## config.mk

```make
export PLATFORM = sky130hd
export DESIGN_NAME = mc_control_fsm
export DESIGN_NICKNAME = d
export VERILOG_FILES = /design/src/rtl/mc_ctrl_pkg.sv /design/src/rtl/mc_control_fsm_exec_stretch.sv /design/src/rtl/mc_control_fsm.sv
export SDC_FILE = /design/constraint.sdc
export NUM_CORES = 1
export LEC_CHECK = 0
export ABC_AREA = 1
export CAP_MARGIN = 40
export CORE_MARGIN = 1.5
export CORE_UTILIZATION = 50
export CTS_CLUSTER_SIZE = 40
export DETAILED_ROUTE_END_ITERATION = 12
export GPL_ROUTABILITY_DRIVEN = 0
export PLACE_DENSITY = 0.87
export SLEW_MARGIN = 0
export SYNTH_ARGS = -nofsm -noshare
export SYNTH_HDL_FRONTEND = slang
export SYNTH_HIERARCHICAL = 1
export SYNTH_SLANG_ARGS = --single-unit
```

## constraint.sdc

```tcl
create_clock -name clk -period 2.9 [get_ports clk]
set_input_delay 0.58 -clock clk [delete_from_list [all_inputs] [get_ports clk]]
set_output_delay 0.58 -clock clk [all_outputs]
set_load 0.005 [all_outputs]
```

## src/rtl/mc_ctrl_pkg.sv

```systemverilog
// mc_ctrl_pkg: shared definitions for the multi-cycle MIPS main controller.
//   - state encodings (state_t)
//   - opcode / func constants
//   - alu_op, alu_src_b and pc_source encodings
//   - ctrl_t bundle of control outputs and state_ctrl(), the Moore
//     output decode for each state
package mc_ctrl_pkg;

    typedef enum logic [3:0] {
        S_FETCH     = 4'd0,
        S_DECODE    = 4'd1,
        S_MEM_ADDR  = 4'd2,
        S_MEM_READ  = 4'd3,
        S_MEM_WB    = 4'd4,
        S_MEM_WRITE = 4'd5,
        S_EXECUTE   = 4'd6,
        S_R_WB      = 4'd7,
        S_BRANCH    = 4'd8,
        S_JUMP      = 4'd9
    } state_t;

    localparam logic [5:0] OP_RTYPE  = 6'b000000;
    localparam logic [5:0] OP_LW     = 6'b100011;
    localparam logic [5:0] OP_SW     = 6'b101011;
    localparam logic [5:0] OP_BEQ    = 6'b000100;
    localparam logic [5:0] OP_J      = 6'b000010;
    localparam logic [5:0] FUNC_MULT = 6'b100001;

    localparam logic [1:0] ALU_OP_ADD   = 2'b00;
    localparam logic [1:0] ALU_OP_SUB   = 2'b01;
    localparam logic [1:0] ALU_OP_RTYPE = 2'b10;

    localparam logic [1:0] SRC_B_REG    = 2'b00;
    localparam logic [1:0] SRC_B_FOUR   = 2'b01;
    localparam logic [1:0] SRC_B_IMM    = 2'b10;
    localparam logic [1:0] SRC_B_IMM_SH = 2'b11;

    localparam logic [1:0] PC_SRC_ALU    = 2'b00;
    localparam logic [1:0] PC_SRC_ALUOUT = 2'b01;
    localparam logic [1:0] PC_SRC_JUMP   = 2'b10;

    typedef struct packed {
        logic       pc_write;
        logic       pc_write_cond;
        logic       i_or_d;
        logic       mem_read;
        logic       mem_write;
        logic       ir_write;
        logic       mem_to_reg;
        logic       reg_dst;
        logic       reg_write;
        logic       alu_src_a;
        logic [1:0] alu_src_b;
        logic [1:0] alu_op;
        logic [1:0] pc_source;
    } ctrl_t;

    // Control word for a given state; unlisted encodings give all zeros.
    function automatic ctrl_t state_ctrl(input state_t s);
        ctrl_t c;
        c = '0;
        case (s)
            S_FETCH: begin
                c.mem_read  = 1'b1;
                c.ir_write  = 1'b1;
                c.pc_write  = 1'b1;
                c.alu_src_b = SRC_B_FOUR;
                c.alu_op    = ALU_OP_ADD;
                c.pc_source = PC_SRC_ALU;
            end
            S_DECODE: begin
                c.alu_src_b = SRC_B_IMM_SH;
                c.alu_op    = ALU_OP_ADD;
            end
            S_MEM_ADDR: begin
                c.alu_src_a = 1'b1;
                c.alu_src_b = SRC_B_IMM;
                c.alu_op    = ALU_OP_ADD;
            end
            S_MEM_READ: begin
                c.mem_read = 1'b1;
                c.i_or_d   = 1'b1;
            end
            S_MEM_WB: begin
                c.reg_write  = 1'b1;
                c.mem_to_reg = 1'b1;
            end
            S_MEM_WRITE: begin
                c.mem_write = 1'b1;
                c.i_or_d    = 1'b1;
            end
            S_EXECUTE: begin
                c.alu_src_a = 1'b1;
                c.alu_src_b = SRC_B_REG;
                c.alu_op    = ALU_OP_RTYPE;
            end
            S_R_WB: begin
                c.reg_write = 1'b1;
                c.reg_dst   = 1'b1;
            end
            S_BRANCH: begin
                c.alu_src_a     = 1'b1;
                c.alu_src_b     = SRC_B_REG;
                c.alu_op        = ALU_OP_SUB;
                c.pc_source     = PC_SRC_ALUOUT;
                c.pc_write_cond = 1'b1;
            end
            S_JUMP: begin
                c.pc_write  = 1'b1;
                c.pc_source = PC_SRC_JUMP;
            end
            default: ;
        endcase
        return c;
    endfunction

endpackage

```

## src/rtl/mc_control_fsm_exec_stretch.sv

```systemverilog
// mc_exec_stretch: loadable down-counter holding the EXECUTE state.
//   clk, reset : clock, synchronous active-high reset (clears count)
//   load       : load load_val (takes priority over dec)
//   load_val   : remaining extra EXECUTE cycles
//   dec        : decrement by one, saturating at zero
//   done       : count is zero
module mc_exec_stretch #(
    parameter int CNT_W = 4
) (
    input  logic             clk,
    input  logic             reset,
    input  logic             load,
    input  logic [CNT_W-1:0] load_val,
    input  logic             dec,
    output logic             done
);

    logic [CNT_W-1:0] count;

    always_ff @(posedge clk) begin
        if (reset) begin
            count <= '0;
        end else if (load) begin
            count <= load_val;
        end else if (dec && (count != '0)) begin
            count <= count - CNT_W'(1);
        end
    end

    assign done = (count == '0);

endmodule

```

## src/rtl/mc_control_fsm.sv

```systemverilog
// mc_control_fsm: multi-cycle main controller for the non-pipelined MIPS
// datapath (FETCH, DECODE, MEM_ADDR, MEM_READ, MEM_WB, MEM_WRITE, EXECUTE,
// R_WB, BRANCH, JUMP).
//
// Optional build macro MC_MEM_WAIT_EN: adds input mem_ready; FETCH,
// MEM_READ and MEM_WRITE hold until mem_ready = 1, and the FETCH
// pc_write/ir_write strobes fire only in the mem_ready cycle.
//
// Ports:
//   clk, reset         clock, synchronous active-high reset
//   opcode, func       instruction fields (func only for multiply stretch)
//   zero               ALU zero flag (qualification of pc_write_cond is external)
//   mem_ready          memory handshake (MC_MEM_WAIT_EN only)
//   pc_write .. pc_source  registered Moore control outputs
//   state              current state encoding
//   illegal_op         one-cycle pulse after DECODE sees an unsupported opcode
module mc_control_fsm
    import mc_ctrl_pkg::*;
#(
    parameter int MULT_CYCLES = 4,
    parameter int CNT_W       = 4
) (
    input  logic       clk,
    input  logic       reset,
    input  logic [5:0] opcode,
    input  logic [5:0] func,
    input  logic       zero,
`ifdef MC_MEM_WAIT_EN
    input  logic       mem_ready,
`endif
    output logic       pc_write,
    output logic       pc_write_cond,
    output logic       i_or_d,
    output logic       mem_read,
    output logic       mem_write,
    output logic       ir_write,
    output logic       mem_to_reg,
    output logic       reg_dst,
    output logic       reg_write,
    output logic       alu_src_a,
    output logic [1:0] alu_src_b,
    output logic [1:0] alu_op,
    output logic [1:0] pc_source,
    output logic [3:0] state,
    output logic       illegal_op
);

    state_t state_q;
    state_t state_nx;
    ctrl_t  ctrl_q;
    logic   illegal_q;
    logic   illegal_nx;
    // Low for the cycle after reset: the FSM re-enters FETCH with its
    // strobes so the reset cycle itself never drives a strobe.
    logic   live_q;
    logic   cnt_load;
    logic   cnt_done;
    logic   mem_rdy;

    // pc_write_cond is combined with zero in the datapath, not here.
    logic   unused_zero;
    assign unused_zero = zero;

`ifdef MC_MEM_WAIT_EN
    assign mem_rdy = mem_ready;
`else
    assign mem_rdy = 1'b1;
`endif

    assign cnt_load = (state_q == S_DECODE) && (opcode == OP_RTYPE);

    mc_exec_stretch #(
        .CNT_W (CNT_W)
    ) u_stretch (
        .clk      (clk),
        .reset    (reset),
        .load     (cnt_load),
        .load_val ((func == FUNC_MULT) ? CNT_W'(MULT_CYCLES - 1) : '0),
        .dec      (state_q == S_EXECUTE),
        .done     (cnt_done)
    );

    always_comb begin
        state_nx   = S_FETCH;
        illegal_nx = 1'b0;
        if (live_q) begin
            case (state_q)
                S_FETCH:     state_nx = mem_rdy ? S_DECODE : S_FETCH;
                S_DECODE: begin
                    case (opcode)
                        OP_LW, OP_SW: state_nx = S_MEM_ADDR;
                        OP_RTYPE:     state_nx = S_EXECUTE;
                        OP_BEQ:       state_nx = S_BRANCH;
                        OP_J:         state_nx = S_JUMP;
                        default: begin
                            state_nx   = S_FETCH;
                            illegal_nx = 1'b1;
                        end
                    endcase
                end
                S_MEM_ADDR:  state_nx = (opcode == OP_SW) ? S_MEM_WRITE : S_MEM_READ;
                S_MEM_READ:  state_nx = mem_rdy ? S_MEM_WB : S_MEM_READ;
                S_MEM_WRITE: state_nx = mem_rdy ? S_FETCH : S_MEM_WRITE;
                S_EXECUTE:   state_nx = cnt_done ? S_R_WB : S_EXECUTE;
                default:     state_nx = S_FETCH;
            endcase
        end
    end

    // Outputs are loaded from the decode of the next state so they line up
    // with the state register.
    always_ff @(posedge clk) begin
        if (reset) begin
            state_q   <= S_FETCH;
            ctrl_q    <= '0;
            illegal_q <= 1'b0;
            live_q    <= 1'b0;
        end else begin
            state_q   <= state_nx;
            ctrl_q    <= state_ctrl(state_nx);
            illegal_q <= illegal_nx;
            live_q    <= 1'b1;
        end
    end

`ifdef MC_MEM_WAIT_EN
    assign pc_write = ctrl_q.pc_write & ((state_q != S_FETCH) | mem_ready);
    assign ir_write = ctrl_q.ir_write & ((state_q != S_FETCH) | mem_ready);
`else
    assign pc_write = ctrl_q.pc_write;
    assign ir_write = ctrl_q.ir_write;
`endif

    assign pc_write_cond = ctrl_q.pc_write_cond;
    assign i_or_d        = ctrl_q.i_or_d;
    assign mem_read      = ctrl_q.mem_read;
    assign mem_write     = ctrl_q.mem_write;
    assign mem_to_reg    = ctrl_q.mem_to_reg;
    assign reg_dst       = ctrl_q.reg_dst;
    assign reg_write     = ctrl_q.reg_write;
    assign alu_src_a     = ctrl_q.alu_src_a;
    assign alu_src_b     = ctrl_q.alu_src_b;
    assign alu_op        = ctrl_q.alu_op;
    assign pc_source     = ctrl_q.pc_source;
    assign state         = state_q;
    assign illegal_op    = illegal_q;

endmodule

```

# Word-level counts from Yosys, hierarchy flattened

Cells that the tools add are included.

Logic and storage cells: 76
Memories kept: 0
Latch bits: 0
ROM bits: 0
Bits of input ports: 15
Bits in writable memories: 0
Register bits after elaboration: 26
Output and inout port bits: 21

Div/mod/pow operators: 0
Eq/ne operators: 18
$mul: 0
Reductions and logical operators: 16
Shift-type cells: 0
Mux-type cells: 22
Bitwise gates (word level): 2
Add/subtract/negate cells: 1
Order comparisons: 0

Operator list:

| operator                                                               | number |
|---|---|
| 4-bit one-hot mux with 5 select lines                                  | 2 |
| 4-bit by 3-bit equality test with 1-bit output (second input constant) | 5 |
| 6-bit equality test (second input constant)                            | 3 |
| 4-bit by 2-bit equality test with 1-bit output (second input constant) | 4 |
| 4-bit one-hot mux with 4 select lines                                  | 1 |
| 1-bit two-way mux                                                      | 13 |
| 4-bit logical NOT                                                      | 3 |
| 4-bit two-way mux                                                      | 3 |
| 2-bit OR reduction                                                     | 5 |
| 4-bit by 1-bit equality test with 1-bit output (second input constant) | 2 |
| 4-bit equality test (second input constant)                            | 2 |
| 6-bit by 2-bit equality test with 1-bit output (second input constant) | 1 |
| 6-bit by 3-bit equality test with 1-bit output (second input constant) | 1 |
| 6-bit logical NOT                                                      | 1 |
| 3-bit OR reduction                                                     | 2 |
| 5-bit OR reduction                                                     | 1 |
| 2-bit one-hot mux with 2 select lines                                  | 1 |
| 4-bit nonzero test                                                     | 1 |
| 4-bit by 1-bit subtractor with 4-bit output (second input constant)    | 1 |
| 3-bit two-way mux                                                      | 1 |
| 1-bit logical AND                                                      | 2 |
| 2-bit two-way mux                                                      | 1 |
| 1-bit inverter                                                         | 2 |
| 2-bit nonzero test                                                     | 1 |

# Longest topological paths before layout

Gate-level depths: netlist (run 1).

Depth in word-level cells: 8
Depth in mapped cells: 12
Mapped depth without buffers: 12

# By module

The synthesis (run 1) kept the hierarchy.

Modules (own cells, without submodules):

| module          | area each (µm²) | cells each | times used | sequential area each (µm²) |
|---|---|---|---|---|
| mc_control_fsm  | 945.9           | 132        | 1          | 420.4 |
| mc_exec_stretch | 274.0           | 41         | 1          | 80.1 |

# Worst setup path after synthesis (run 1)

OpenSTA, ideal clock, no wires.

Path kind: input-to-reg
From: input port opcode[5]
To: register u_stretch.count[3]
Slack: 1.391 ns
Setup time: 0.115 ns
Data required time: 2.785 ns
Stages on the path: 9
Data arrival time: 1.394 ns
Path buffers: 0
Cells stage by stage: nor2_2 nand3_1 inv_1 nand2_1 inv_1 inv_2 or2_0 nand3_1 a21oi_2

Longest elaborated chain between the ends: 3
Elaborated cells between the ends (all ways): 4
Classes of those cells: mux (1); reduce/logical (3)

Ends and longest elaborated chain:

| what                                                           | line                              | source |
|---|---|---|
| start: declaration                                             | mc_control_fsm.sv:25              | `input logic [5:0] opcode,` |
| 6-bit logical NOT (*)                                          | mc_control_fsm.sv:70              | `assign cnt_load = (state_q == S_DECODE) && (opcode == OP_RTYPE);` |
| 1-bit logical AND (*)                                          | mc_control_fsm.sv:70              |  |
| net cnt_load                                                   | mc_control_fsm.sv:56              | `logic cnt_load;` |
| 4-bit two-way mux / 2-bit nonzero test (equally long branches) | -                                 |  |
| end signal: assignment                                         | mc_control_fsm_exec_stretch.sv:24 | `count <= load_val;` |
| end signal: assignment                                         | mc_control_fsm_exec_stretch.sv:26 | `count <= count - CNT_W'(1);` |
| end: declaration                                               | mc_control_fsm_exec_stretch.sv:18 | `logic [CNT_W-1:0] count;` |

The timed path passes the listed nets; every way through them passes the cells marked *.
A chain may end at the register's enable or synchronous reset.

# Worst setup path in the final report (run 1)

From: register state_q[2] (netlist: state[2])
To: output port state[2]

RTL lines:

| what                     | line                  | source |
|---|---|---|
| start: declaration       | mc_control_fsm.sv:48  | `state_t state_q;` |
| start signal: assignment | mc_control_fsm.sv:119 | `state_q <= state_nx;` |
| end: declaration         | mc_control_fsm.sv:44  | `output logic [3:0] state,` |

No word-level cell between the ends.

==> summary.md, run 1 <==
| Metric | Value |
|---|---|
| Status | complete, no violations |
| #FFs+latches synth | 25 |
| Mapped Cells | 173 |
| Ranking of synthesized cells by area | dfxtp_1 41%, nand2_1 11%, inv_1 8.9% |
| CP Launch Point | state[2] |
| First DRT Iteration DRCs | 32 |
| Synth unique cells | 26 |
| Largest net degree at the start of global routing | 14 |
| Hold buffers post-CTS | 0 |
| Max-slew violations | 0 |
| Part of the cycle the worst path needs | 63.8% |
| Final Hold Viols | 0 |
| Final instance area | 1620 um^2 |
| Post-route minimum period | 1.85 ns |
| Total wire length | 2530 um |
| Most instantiated cells after synthesis | 37 x nand2_1, 29 x inv_1, 25 x dfxtp_1, 19 x nor2_1, 10 x nand3_1 |
| Hold slack | 0.505 ns |
| Root buffer cell | clkbuf_4 |
| Hold wc startpoint | u_stretch/count[3] |
| Top Ports | 36 |
| Final setup fails | 0 |
| Post_cts resized | 0 |
| Placed cells | 235 |
| ANT cells | 0 |
| Worst-path maximum fanout | 4 |
| Fmax | 540 MHz |
| CTS tree | yes |
| Clock transition at the registers of the reported paths | 0.12 ns |
| Post-DP HPWL | 2100 um |
| Yosys Warn Count | 6 |
| Worst Setup End Kind | output port |
| Worst-case vdd ir drop | 0.000457 V |
| Pwr/cell area | 351 nW/um^2 |
| Fill count | 204 |
| Seq. cell area | 500 um^2 |
| FFs w/ async S/R, synth | 0% |
| DIE AREA | 2750 um^2 |
| Setup CP Type | reg2out |
| Multi-input logic area | 572 um^2 |
| Total CTS buffers | 3 |
| Vias in the first global route | 1057 |
| Crit path cell chain | clkdlybuf4s50_1 |
| Synth area leader | dfxtp_1 |
| # DRC | 0 |
| Proportion of netlist area held by the largest area contributor | 41.0% |
| Post-CTS Repair Setup Buffers | 0 |
| Tot GR Track Use | 20.7% |
| Overflow after GRT | 0 |
| CP arrival | 1.27 ns |
| Total negative setup slack | 0 ns |
| Total of max-cap violations | 0 |
| Initial Util | 54.1% |
| Port bufs | 34 |
| Number of buffers and inverters on the critical path | 1 |
| Die extent in y | 52.4 um |
| First-pass GRT wire length | 4220 um |
| H-tree levels | 1 |
| Rows | 17 |
| Cell Area, Synth | 1220 um^2 |
| Seq/Total Area, Yosys | 41.0% |
| Predominant post-synthesis flop cell | dfxtp_1 |
| Leakage power | 0.806 nW |
| Initial DRT Pass Iterations | 4 |
| Area delta synth->final | 32.6% |
| CP required | 2.32 ns |
| Fin util | 71.8% |
| Crit start category | register |
| Nets | 228 |
| Slowest CP cell | clkdlybuf4s50_1 |
| Ratio of cells with drive above 1 in the final layout | 17.1% |
| Dominant cell by count in the synthesized netlist | nand2_1 |
| Die Wd | 52.4 um |
| Cell family with most CP delay | buffers and inverters |
| Area of the core | 2250 um^2 |
| Average instance area after synthesis | 7.05 um^2 |
| ANT nets after route | 0 |
| Wire per inst | 10.6 um |
| Worst Skew | 0.00537 ns |
| Clk_lat worst skew | 0.31 ns |
| Reg2reg start | u_stretch/count[0] |
| HP Class | reg2reg |
| Clk sinks | 25 |
| Post-DP Area | 1590 um^2 |
| Non-filler cells, final | 239 |
| Worst stage delay on the critical path | 0.53 ns |
| Post-synth EDFFs | 0 |
| Max clock buf depth | 2 |
| Unrepaired setup endpoints after global routing | false |
| Antenna violations before repair | 0 |
| Vias | 1123 |
| Vias/cell | 4.70 |
-- report_power, final --
group / total (W) / switching, W / internal, W
registers: 0.000354 / 0.00000378 / 0.000350
logic: 0.0000695 / 0.0000331 / 0.0000364
clock network: 0.000145 / 0.0000909 / 0.0000537
-- final timing paths --
kind | to | slack [ns] | cells after the start
max | state[2] | 1.05 | 1
min | u_stretch/count[3] | 0.51 | 2
max reg2reg | i_or_d | 1.37 | 12
min reg2reg | u_stretch/count[3] | 0.51 | 2
-- placed cells by master (no fill, tap or decap), types with 2 or more instances in the layout --
master	instances
nand2_1	37
clkdlybuf4s50_1	34
inv_1	29
dfxtp_1	25
nor2_1	19
nand3_1	10
nor2_2	8
inv_2	7
nand2_2	6
nand3_2	4
nor3_1	4
a21oi_1	4
nand2_4	3
clkbuf_4	3
o21ai_0	3
nor2_4	2
conb_1	2
-- cells by family after synthesis --
group	count (synthesis)	share of synthesized area, %
compound gates	11	5.44
simple gates	95	39.1
other cells	1	0.307
xor+xnor	1	0.718
fa+ha+maj	1	1.03
flops	25	41.0
buf+inv	39	12.4
-- layout make-up --
type	instances	share of cell area (%)
Multi-Input combinational cell	110	35.3
Clock buffer	4	1.62
Tap cell	28	2.17
Sequential cell	25	30.9
Timing Repair Buffer	34	21.0
Inverter	38	8.89
-- per-stage QoR --
step / power [W] / setup WS, ns
after floorplan: 0.000392 / 1.39
after global placement: 0.000428 / 0.815
after detailed placement: 0.000431 / 0.786
after CTS: 0.000571 / 1.05
after global routing: 0.000592 / 0.968
final: 0.000568 / 1.05
-- layer usage --
layer  track usage [%]  part of all wire [%]
met1              22.3                    41
met2              40.0                    54
met3              4.29                   3.7
met4              5.56                  0.99
met5                 0                     0
Power figures use the tool's default switching activity.
==> run 2, diff against run 1 <==
--- a/config.mk
+++ b/config.mk
@@ -8,11 +8,11 @@
 export ABC_AREA = 1
 export CAP_MARGIN = 40
 export CORE_MARGIN = 1.5
-export CORE_UTILIZATION = 50
+export CORE_UTILIZATION = 42
 export CTS_CLUSTER_SIZE = 40
 export DETAILED_ROUTE_END_ITERATION = 12
 export GPL_ROUTABILITY_DRIVEN = 0
-export PLACE_DENSITY = 0.87
+export PLACE_DENSITY = 0.78
 export SLEW_MARGIN = 0
 export SYNTH_ARGS = -nofsm -noshare
 export SYNTH_HDL_FRONTEND = slang
==> constraint.sdc (replaced) <==
create_clock -name clk -period 1.6 [get_ports clk]
set_input_delay 0.32 -clock clk [delete_from_list [all_inputs] [get_ports clk]]
set_output_delay 0.32 -clock clk [all_outputs]
set_load 0.005 [all_outputs]
==> run 2 against run 1 <==
Critical path depth did not move; core utilization fell by 9.9 points; clock power rose by 86%; largest power group unchanged; combinational power increased by 94%; first-iteration DRC count decreased by 38%; setup slack got worse by 0.99 ns; total power is 84% higher; highest routed layer unchanged.
==> summary.md, run 2 (synthesized netlist as in run 1, its figures left out) <==
| Metric | Value |
|---|---|
| Status | complete, no violations (unchanged) |
| Final setup fails | 0 (unchanged) |
| H-tree levels | 1 (unchanged) |
| Final Hold Viols | 0 (unchanged) |
| Internal power | 0.000804 W (was 0.000440 W) |
| # DRC | 0 (unchanged) |
| Worst reg-to-reg path cell count | 12 (unchanged) |
| Worst Setup End Kind | output port (unchanged) |
| Vias in the first global route | 1050 (was 1057) |
| Clk_lat worst skew | 0.31 ns (about the same) |
| DIE AREA | 3240 um^2 (was 2750 um^2) |
| Number of buffers and inverters on the critical path | 1 (unchanged) |
| Clk pwr share | 25.7% (was 25.4%) |
| Final instance area | 1710 um^2 (was 1620 um^2) |
| HP Class | reg2reg (unchanged) |
| Slowest CP cell | clkdlybuf4s50_1 (unchanged) |
| Worst-case vdd ir drop | 0.000895 V (was 0.000457 V) |
| Crit path cell chain | clkdlybuf4s50_1 (unchanged) |
| Post-route minimum period | 1.54 ns |
| ANT nets after route | 0 (unchanged) |
| Part of the cycle the worst path needs | 96.0% |
| Post-DP Area | 1660 um^2 (was 1590 um^2) |
| Nets | 236 (was 228) |
| Largest net degree at the start of global routing | 15 (was 14) |
| Area of the core | 2760 um^2 (was 2250 um^2) |
| CTS tree | yes (unchanged) |
| Die extent in y | 56.9 um (was 52.4 um) |
| Top Ports | 36 (unchanged) |
| Post-DP HPWL | 1940 um (was 2100 um) |
| Initial DRT Pass Iterations | 4 (unchanged) |
| Leakage power | 0.853 nW (was 0.806 nW) |
| CP Depth | 1 (unchanged) |
| NetSw | 0.000243 W (was 0.000128 W) |
| Hold slack | 0.513 ns (was 0.505 ns) |
| Crit start category | register (unchanged) |
| Rows | 19 (was 17) |
| Worst Skew | 0.00591 ns (was 0.00537 ns) |
| Flop pwr share | 61.4% (was 62.3%) |
| Clk sinks | 25 (unchanged) |
| First-pass GRT wire length | 4150 um (was 4220 um) |
| Vias/cell | 4.56 (was 4.70) |
| Cell family with most CP delay | buffers and inverters (unchanged) |
| Die Wd | 56.9 um (was 52.4 um) |
| CP required | 1.28 ns (was 2.32 ns) |
| Total power | 0.00105 W (was 0.000568 W) |
| Post-CTS Repair Setup Buffers | 0 (unchanged) |
| Ratio of cells with drive above 1 in the final layout | 24.2% (was 17.1%) |
| Worst-path maximum fanout | 4 (unchanged) |
| Worst stage delay on the critical path | 0.51 ns (was 0.53 ns) |
| Fin util | 61.8% (was 71.8%) |
| Switching part of the total power | 23.3% (was 22.5%) |
| Antenna violations before repair | 0 (unchanged) |
| Root buffer cell | clkbuf_4 (unchanged) |
| Overflow after GRT | 0 (unchanged) |
| Initial Util | 44.2% (was 54.1%) |
| Port bufs | 34 (unchanged) |
| Tot GR Track Use | 16.1% (was 20.7%) |
| Wire per inst | 9.59 um (was 10.6 um) |
| CP arrival | 1.22 ns (was 1.27 ns) |
| First DRT Iteration DRCs | 20 (was 32) |
| Most frequent cells in the layout | 37 x nand2_1, 34 x clkdlybuf4s50_1, 29 x inv_1, 20 x dfxtp_1, 18 x nor2_1 (was 37 x nand2_1, 34 x clkdlybuf4s50_1, 29 x inv_1, 25 x dfxtp_1, 19 x nor2_1) |
| Worst Hold Depth | 2 (unchanged) |
| ANT cells | 0 (unchanged) |
| Vias | 1141 (was 1123) |
| Clock transition at the registers of the reported paths | 0.13 ns (was 0.12 ns) |
| Fmax | 651 MHz |
| Max-slew violations | 0 (unchanged) |
| Total of max-cap violations | 0 (unchanged) |
| Logic pwr share | 12.9% (was 12.2%) |
| Most common cell after layout, fill and taps aside | nand2_1 (unchanged) |
| Pwr/cell area | 614 nW/um^2 (was 351 nW/um^2) |
| Max clock buf depth | 2 (unchanged) |
| Area delta synth->final | 39.8% (was 32.6%) |
| Setup CP Type | reg2out (unchanged) |
| Total CTS buffers | 3 (unchanged) |
| Total wire length | 2400 um (was 2530 um) |
==> run 2: power groups by stage <==
stage          combinational [W]  sequential (W)  clock, W
2_1_floorplan          0.0000531        0.000657         0
4_1_cts                 0.000133        0.000643  0.000280
6_report                0.000135        0.000643  0.000269
3_5_place_dp            0.000132        0.000657         0
5_1_grt                 0.000150        0.000644  0.000308
3_3_place_gp            0.000131        0.000656         0
==> run 2: path summary, 6_finish.rpt <==
| kind | startpoint | endpoint | slack (ns) |
|---|---|---|---|
| min | u_stretch/count[3] | u_stretch/count[3] | 0.51 |
| max | state[2] | state[2] | 0.06 |
| min reg2reg | u_stretch/count[3] | u_stretch/count[3] | 0.51 |
| max reg2reg | u_stretch/count[0] | mem_read | 0.14 |
==> run 2: stage by stage <==
step	instances	TNS, ns	setup WS [ns]
finish	250	0	0.0635
global route	250	-0.000491	-0.000270
CTS	250	0	0.0184
detailed placement	246	-3.30	-0.211
global placement	246	-2.96	-0.198
floorplan	174	0	0.255
==> run 2: repair_timing <==
action                                  CTS  global route
endpoints found under the setup margin    2            13
pin swaps                                 0             1
hold buffers                              0             0
gates resized for setup                   2             7
==> run 2: area by class of cell <==
type / count / area (um^2)
fill: 259 / 1050
multi-input combinational: 110 / 588
sequential: 25 / 507
timing repair buffer: 42 / 400
inverter: 38 / 144
tap: 31 / 38.8
clock buffer: 3 / 22.5
clock inverter: 1 / 5.00
==> run 2: layer usage <==
layer	up-vias	routed length (um)	global-route usage, %
li1	604	-	-
met1	512	1060	18.0
met2	20	1220	29.4
met3	5	90	4.84
met4	0	27	3.99
met5	-	0	0
==> run 3, diff against run 2 <==
--- a/config.mk
+++ b/config.mk
@@ -13,6 +13,7 @@
 export DETAILED_ROUTE_END_ITERATION = 12
 export GPL_ROUTABILITY_DRIVEN = 0
 export PLACE_DENSITY = 0.78
+export SKIP_LAST_GASP = 1
 export SLEW_MARGIN = 0
 export SYNTH_ARGS = -nofsm -noshare
 export SYNTH_HDL_FRONTEND = slang
==> run 3 against run 2 <==
Total power hardly changed; sequential share of layout area is 0.11 points higher; non-clock buffer count stayed put; critical endpoint unchanged; sequential power hardly changed; critical path depth stayed put; final area is 0.37% lower.
==> summary.md, run 3 (synthesized netlist as in run 1, its figures left out) <==
| Metric | Value |
|---|---|
| Flop pwr share | 61.3% (was 61.4%) |
| Nets | 236 (unchanged) |
| Crit start category | register (unchanged) |
| Placed cells | 246 (unchanged) |
| Total negative setup slack | 0 ns (unchanged) |
| Final setup fails | 0 (unchanged) |
| Leakage power | 0.850 nW (was 0.853 nW) |
| Non-filler cells, final | 250 (unchanged) |
| First-pass GRT wire length | 4150 um (unchanged) |
| Largest net degree at the start of global routing | 15 (unchanged) |
| # DRC | 0 (unchanged) |
| Part of the cycle the worst path needs | 96.1% (was 96.0%) |
| Overflow after GRT | 0 (unchanged) |
| Crit path cell chain | clkdlybuf4s50_1 (unchanged) |
| Initial DRT Pass Iterations | 4 (unchanged) |
| Unrepaired setup endpoints after global routing | true |
| Most common cell after layout, fill and taps aside | nand2_1 (unchanged) |
| Pwr/cell area | 617 nW/um^2 (was 614 nW/um^2) |
| CTS tree | yes (unchanged) |
| Vias/cell | 4.53 (was 4.56) |
| Final Hold Viols | 0 (unchanged) |
| Root buffer cell | clkbuf_4 (unchanged) |
| Worst stage delay on the critical path | 0.51 ns (about the same) |
| Total of max-cap violations | 0 (unchanged) |
| ANT cells | 0 (unchanged) |
| Die Wd | 56.9 um (unchanged) |
| Total power | 0.00105 W (about the same) |
| Port bufs | 34 (unchanged) |
| Vias | 1133 (was 1141) |
| ANT nets after route | 0 (unchanged) |
| Clk_lat worst skew | 0.32 ns (was 0.31 ns) |
| HP Class | reg2reg (unchanged) |
| H-tree levels | 1 (unchanged) |
| Most frequent cells in the layout | 37 x nand2_1, 34 x clkdlybuf4s50_1, 29 x inv_1, 20 x dfxtp_1, 18 x nor2_1 (unchanged) |
| Worst-path maximum fanout | 4 (unchanged) |
| Ratio of cells with drive above 1 in the final layout | 23.7% (was 24.2%) |
| Initial Util | 44.2% (unchanged) |
| Wire per inst | 9.55 um (was 9.59 um) |
| Post-route minimum period | 1.54 ns (about the same) |
| CP required | 1.28 ns (about the same) |
| Top Ports | 36 (unchanged) |
| Fmax | 650 MHz (was 651 MHz) |
| Internal power | 0.000803 W (was 0.000804 W) |
| Area delta synth->final | 39.3% (was 39.8%) |
| Switching part of the total power | 23.3% (about the same) |
| Clk sinks | 25 (unchanged) |
| Rows | 19 (unchanged) |
| Die extent in y | 56.9 um (unchanged) |
| Status | complete, no violations (unchanged) |
| Logic pwr share | 12.8% (was 12.9%) |
| First DRT Iteration DRCs | 22 (was 20) |
| DIE AREA | 3240 um^2 (unchanged) |
| Antenna violations before repair | 0 (unchanged) |
| Total wire length | 2390 um (was 2400 um) |
| Tot GR Track Use | 16.1% (unchanged) |
| Setup CP Type | reg2out (unchanged) |
| Cell family with most CP delay | buffers and inverters (unchanged) |
| Max-slew violations | 0 (unchanged) |
| Vias in the first global route | 1050 (unchanged) |
| Post-DP Area | 1660 um^2 (unchanged) |
| Post-DP HPWL | 1940 um (unchanged) |
| CP arrival | 1.22 ns (about the same) |
| Max clock buf depth | 2 (unchanged) |
| Clk pwr share | 25.8% (was 25.7%) |
| Worst Skew | 0.00592 ns (was 0.00591 ns) |
| Clock transition at the registers of the reported paths | 0.13 ns (about the same) |
| Number of buffers and inverters on the critical path | 1 (unchanged) |
| NetSw | 0.000244 W (was 0.000243 W) |
| Slowest CP cell | clkdlybuf4s50_1 (unchanged) |
| Worst-case vdd ir drop | 0.000895 V (about the same) |
| Worst Setup End Kind | output port (unchanged) |
| Area of the core | 2760 um^2 (unchanged) |
| Final instance area | 1700 um^2 (was 1710 um^2) |
| Total CTS buffers | 3 (unchanged) |
run 3: cell counts in the layout (fill, tap and decap cells not counted):
Identical to the previous run, type by type.
run 3: area by class of cell:
cell class,count,area (um^2)
Clock buffer,3,22.5
Clock inverter,1,5.00
Fill cell,258,1060
Sequential cell,25,507
Inverter,38,144
Multi-Input combinational cell,110,582
Timing Repair Buffer,42,400
Tap cell,31,38.8
run 3: worst paths after layout:
| check | startpoint | endpoint | slack [ns] | depth (start not counted) |
|---|---|---|---|---|
| max | state[2] | state[2] | 0.06 | 1 |
| min | u_stretch/count[3] | u_stretch/count[3] | 0.52 | 2 |
| max reg2reg | u_stretch/count[0] | mem_read | 0.14 | 12 |
| min reg2reg | u_stretch/count[3] | u_stretch/count[3] | 0.52 | 2 |
run 3: power by group through the flow:
stage          Clock, W  Combinational (W)  Sequential [W]
2_1_floorplan         0          0.0000531        0.000657
3_3_place_gp          0           0.000131        0.000656
3_5_place_dp          0           0.000132        0.000657
4_1_cts        0.000280           0.000133        0.000643
5_1_grt        0.000308           0.000149        0.000644
6_report       0.000270           0.000135        0.000643
run 3: metal layers:
layer	GRT usage (%)	vias up	routed length (um)
met2	29.4	22	1210
met3	4.84	5	92
met5	0	-	0
li1	-	604	-
met1	18.0	502	1060
met4	3.99	0	27
run 3: what timing repair did:
item                       in CTS  in global routing
setup endpoints to repair       2                 13
setup buffers                   0                  0
hold buffers                    0                  0
hold endpoints to repair        0                  0
resized for setup               2                  6
run 3: per-stage QoR:
step                      worst slack [ns]  hold slack (ns)  utilization, %
after floorplan                      0.255            0.382               -
after global placement              -0.198            0.486            60.0
after detailed placement            -0.211            0.495            60.0
after CTS                           0.0184            0.514            61.1
after global routing              -0.00334            0.537            61.6
final                               0.0620            0.517            61.6
